[src/rtl/serial_sub_pkg.sv]
// Shared types and helpers for the bit-serial subtractor.
package serial_sub_pkg;

  // Operation sequencing: wait for operands, shift WIDTH bits, hold result.
  typedef enum logic [1:0] {
    IDLE = 2'd0,
    RUN  = 2'd1,
    DONE = 2'd2
  } state_t;

  // Bit count wide enough to hold 0..w so the counter never wraps.
  function automatic int unsigned cnt_width(input int unsigned w);
    return $clog2(w + 1);
  endfunction

endpackage

[src/rtl/full_subtractor.sv]
// One-bit full subtractor: diff = A - B - C, borrow set when A < B + C.
module full_subtractor (
  input  logic A,
  input  logic B,
  input  logic C,
  output logic diff,
  output logic borrow
);

  // Pure combinational cell; C is the incoming borrow.
  always_comb begin
    diff   = A ^ B ^ C;
    borrow = (~A & (B | C)) | (B & C);
  end

endmodule

[src/rtl/serial_subtractor.sv]
// Bit-serial unsigned subtractor: diff = A - B - bin, one bit per clock,
// LSB first, with valid/ready handshakes on operands and result.
module serial_subtractor
  import serial_sub_pkg::*;
#(
  parameter int WIDTH = 8
) (
  input  logic             clk,
  input  logic             rst,
  input  logic             in_valid,
  output logic             in_ready,
  input  logic [WIDTH-1:0] A,
  input  logic [WIDTH-1:0] B,
  input  logic             bin,
  output logic             out_valid,
  input  logic             out_ready,
  output logic [WIDTH-1:0] diff,
  output logic             borrow
);

  localparam int CW = cnt_width(WIDTH);

  state_t           state_q, state_d;
  logic [WIDTH-1:0] a_q, a_d;
  logic [WIDTH-1:0] b_q, b_d;
  logic [WIDTH-1:0] diff_q, diff_d;
  logic             br_q, br_d;
  logic [CW-1:0]    cnt_q, cnt_d;

  logic             fs_diff;
  logic             fs_borrow;

  // Single subtract cell works on the current LSBs and the running borrow.
  full_subtractor u_fs (
    .A      (a_q[0]),
    .B      (b_q[0]),
    .C      (br_q),
    .diff   (fs_diff),
    .borrow (fs_borrow)
  );

  // State, operand/result shift registers, borrow flop and bit counter.
  always_ff @(posedge clk or posedge rst) begin
    if (rst) begin
      state_q <= IDLE;
      a_q     <= '0;
      b_q     <= '0;
      diff_q  <= '0;
      br_q    <= 1'b0;
      cnt_q   <= '0;
    end else begin
      state_q <= state_d;
      a_q     <= a_d;
      b_q     <= b_d;
      diff_q  <= diff_d;
      br_q    <= br_d;
      cnt_q   <= cnt_d;
    end
  end

  // Next-state, datapath updates and handshake outputs.
  always_comb begin
    state_d   = state_q;
    a_d       = a_q;
    b_d       = b_q;
    diff_d    = diff_q;
    br_d      = br_q;
    cnt_d     = cnt_q;
    in_ready  = 1'b0;
    out_valid = 1'b0;

    case (state_q)
      IDLE: begin
        in_ready = 1'b1;
        if (in_valid) begin
          a_d     = A;
          b_d     = B;
          br_d    = bin;
          cnt_d   = '0;
          state_d = RUN;
        end
      end

      RUN: begin
        // Result bits enter at the MSB so bit 0 lands in diff[0] after WIDTH shifts.
        a_d    = a_q >> 1;
        b_d    = b_q >> 1;
        diff_d = {fs_diff, diff_q[WIDTH-1:1]};
        br_d   = fs_borrow;
        cnt_d  = cnt_q + CW'(1);
        if (cnt_q == CW'(WIDTH - 1)) begin
          state_d = DONE;
        end
      end

      DONE: begin
        out_valid = 1'b1;
        if (out_ready) begin
          state_d = IDLE;
        end
      end

      default: begin
        state_d = IDLE;
      end
    endcase
  end

  // The borrow flop holds the final borrow-out once the shift completes.
  assign diff   = diff_q;
  assign borrow = br_q;

endmodule

[config.mk]
export PLATFORM = sky130hd
export DESIGN_NAME = serial_subtractor
export DESIGN_NICKNAME = d
export VERILOG_FILES = /design/src/rtl/serial_sub_pkg.sv /design/src/rtl/full_subtractor.sv /design/src/rtl/serial_subtractor.sv
export SDC_FILE = /design/constraint.sdc
export NUM_CORES = 1
export LEC_CHECK = 0
export CAP_MARGIN = 40
export CORE_ASPECT_RATIO = 0.75
export CORE_MARGIN = 8
export CORE_UTILIZATION = 49
export CTS_BUF_LIST = sky130_fd_sc_hd__clkbuf_4 sky130_fd_sc_hd__clkbuf_8 sky130_fd_sc_hd__clkbuf_16
export CTS_CLUSTER_DIAMETER = 50
export DETAILED_ROUTE_END_ITERATION = 8
export GPL_TIMING_DRIVEN = 0
export PLACE_DENSITY = 0.76
export SLEW_MARGIN = 20
export SYNTH_ARGS = -nofsm -noshare
export SYNTH_HDL_FRONTEND = slang
export SYNTH_SLANG_ARGS = --single-unit
[constraint.sdc]
create_clock -name clk -period 1.65 [get_ports clk]
set_clock_uncertainty 0.15 [all_clocks]
set_input_delay 0.33 -clock clk [delete_from_list [all_inputs] [get_ports clk]]
set_output_delay 0.33 -clock clk [all_outputs]
set_load 0.005 [all_outputs]
==> results by group <==
Status
  – Status: finished clean

Synth
  – Post-synthesis simple-gate area fraction: 0.195
  – Count leader, synth: nand2_1
  – Async S/R FF share, synth: 1.00
  – Synth cell types: 26
  – Top_reg_cell synth: dfrtp_1
  – Post-synth top area share: 0.543
  – Synth Area in Compound Gates: 0.173
  – Mapped Nets: 171
  – Post-Synth XOR/XNOR Area: 0
  – Synth Cell Area: 1430 um2
  – Adder-Cell Fraction of Synth Area: 0.0228
  – Synth top cells by count: 40 x nand2_1, 31 x dfrtp_1, 16 x o21ai_1
  – Synth area leader: dfrtp_1
  – Post-Synthesis Cells: 148
  – Multiplexer share of the synthesized area: 0.00701
  – Synth top area cells: dfrtp_1 54%, nand2_1 11%, o21ai_1 5.6%, and3b_1 4.3%, a22oi_1 4.2%
  – Number of synthesized flops with an enable pin: 0
  – Synth Area per Inst: 9.65 um2
  – Register bit total from synthesis: 31
  – Combinational family with the most area after synthesis: simple AND/OR/NAND/NOR gates
  – Seq/Total Area, Yosys: 0.543
  – Ys Warns: 0

STA
  – Min cycle time layout: 1.61 ns
  – Part of the cycle the worst path needs: 0.976
  – Final setup violation count: 0
  – Final hold violations: 0
  – Slew @ Worst Pin: 0.640 ns
  – Final Max Tran Viols: 0
  – Slew margin rel.: 0.573
  – Hold slack: 0.296 ns
  – Max Freq: 621 MHz

Placed design
  – Gpl congestion: 0.781
  – Placed Cells incl. Taps: 217
  – # port buffers: 31
  – HPWL Detailed: 2370 um

Floorplanning
  – Area of the die: 4920 um2
  – Die W: 78.4 um
  – I/O Pins: 32
  – Site Rows: 17
  – Core ar.: 2850 um2
  – Starting Density: 0.501
  – Die Span Y: 62.8 um

Critical path
  – CP Launch Point: diff[7]$_DFFE_PP0N_
  – Crit path largest cell delay: 0.50 ns
  – Crit path buf inv count: 1
  – CP Max Fanout: 2
  – R2r startpoint: state_q[0]$_DFFE_PP0P_
  – Required time worst endpoint: 1.17 ns
  – CP Capture Type: primary output
  – Worst setup SP type: flop
  – Critical Path AT: 1.13 ns
  – CP cell instances: clkdlybuf4s50_1
  – Crit path max-delay family: buffers and inverters
  – Critical Path Slowest Stage Cell: clkdlybuf4s50_1
  – WS Path Type: reg -> out

Route
  – Total vias in the final route: 1196
  – Avg WL per Cell: 14.4 um
  – WL final: 3350 um
  – DRT iter0 DRCs: 74
  – DRC viols: 0
  – Antenna-violating nets left: 0
  – Via density: 5.13
  – Drt first pass iters: 4

CTS
  – Worst-Skew Late Latency: 0.28 ns
  – Clk buf depth: 2
  – CTS H-tree lvls: 2
  – Root buffer cell: clkbuf_8
  – CTS tree: built
  – CTS Sinks: 31
  – CTS buffer count: 5
  – Clock slew at reported path FFs: 0.07 ns
  – Hold Buf Count CTS: 0

Power and ir drop
  – Logic pwr share: 0.398
  – IR Drop Worst-Case VDD: 0.000827 V
  – Switching share of power: 0.330
  – Power Density: 1640 nW/um2
  – Net Sw Power: 1.06 mW
  – Flop pwr share: 0.395
  – Leakage Power: 0.980 nW
  – Pint: 2.15 mW
  – Total power: 3.21 mW
  – Clock share of power: 0.207

Global route
  – Initial antenna violation count: 0
  – GRT overflow: 0
  – Vias in the first global route: 1229
  – GRT Overall Usage: 0.136
  – Largest net degree at the start of global routing: 32
  – First-pass GRT wire length: 5410 um

Final layout
  – Area Overhead vs Synth: 37.5%
  – Ant diodes: 0
  – Layout Nets: 217
  – Layout Cells excl Fill: 233
  – Share of cells above drive strength 1: 0.169

Hold path
  – Worst hold path class: in -> async

Job
  – Max_cap viols: 0
## placed cells by master (no fill, tap or decap), types with 2 or more instances in the layout
cell type        netlist  layout
o21ai_0                3       3
buf_2                  7       8
nor2b_1                4       3
clkbuf_8               0       7
inv_1                  4       3
o21ai_1               16      16
a22oi_1                8       8
nand2_1               40      40
buf_4                  1      10
nand2b_1               3       3
dlymetal6s2s_1         0       4
a22o_1                 2       2
and3b_1                7       7
a21oi_1                8       8
dfrtp_1               31      30
clkdlybuf4s50_1        0      24
## layer usage
layer / part of all wire / wire, um / global-route usage / vias up
met3: 0.068 / 227 / 0.0560 / 8
met5: 0 / 0 / 0 / -
met4: 0.020 / 66 / 0.0760 / 0
met1: 0.42 / 1400 / 0.153 / 564
met2: 0.49 / 1650 / 0.214 / 33
li1: - / - / - / 591
## worst paths after layout
path | end | slack, ns | cells past startpoint
hold reg to reg | diff[0]$_DFFE_PP0N_ | 0.34 | 2
max in group asynchronous | state_q[0]$_DFFE_PP0P_ | 0.59 | 2
setup / recovery | diff[7] | 0.04 | 1
hold / removal | b_q[2]$_DFFE_PP0P_ | 0.30 | 2
min in group clk | diff[0]$_DFFE_PP0N_ | 0.34 | 2
setup reg to reg | cnt_q[0]$_DFFE_PP0P_ | 0.15 | 5
## sequential cells by signal, summed over array words and instances (netlist names)
name / cells
a_q: 8
b_q: 8
diff: 8
cnt_q: 4
state_q: 2
borrow: 1
## repair_timing
item / CTS / global route
setup buffers: 5 / 4
gates cloned: 0 / 0
pin swaps: 0 / 0
endpoints found under the setup margin: 6 / 7
gates resized for setup: 12 / 7
## cell type report
cell class,count,area [um2]
timing repair buffer,40,377
clock buffer,8,104
inverter,4,15.0
multi-input combinational,102,576
buffer,10,68.8
sequential,31,777
fill,233,886
tap,38,47.5
## power groups by stage
stage                     Combinational, mW  Clock (mW)  Sequential (mW)
final                                  1.28       0.664             1.27
after floorplan                       0.705           0             1.26
after CTS                              1.24       0.679             1.26
after global routing                   1.43       0.714             1.30
after detailed placement               1.16           0             1.29
after global placement                 1.11           0             1.27
## per-stage QoR
stage                     worst slack, ns   util  area [um2]  TNS, ns
after floorplan                     0.325      -        1430        0
after global placement             -0.198  0.627        1790    -6.29
after detailed placement           -0.158  0.627        1790   -0.439
after CTS                         0.00636  0.676        1930        0
after global routing              -0.0155  0.689        1960  -0.0155
final                              0.0396  0.689        1960        0
## cell families (layout without fill, tap and decap cells)
| group | Yosys count | after routing |
|---|---|---|
| simple gates | 58 | 58 |
| compound gates | 41 | 41 |
| flops | 31 | 31 |
| fa+ha+maj | 2 | 2 |
| buf+inv | 15 | 62 |
| mux | 1 | 1 |
Power figures use the tool's default switching activity.
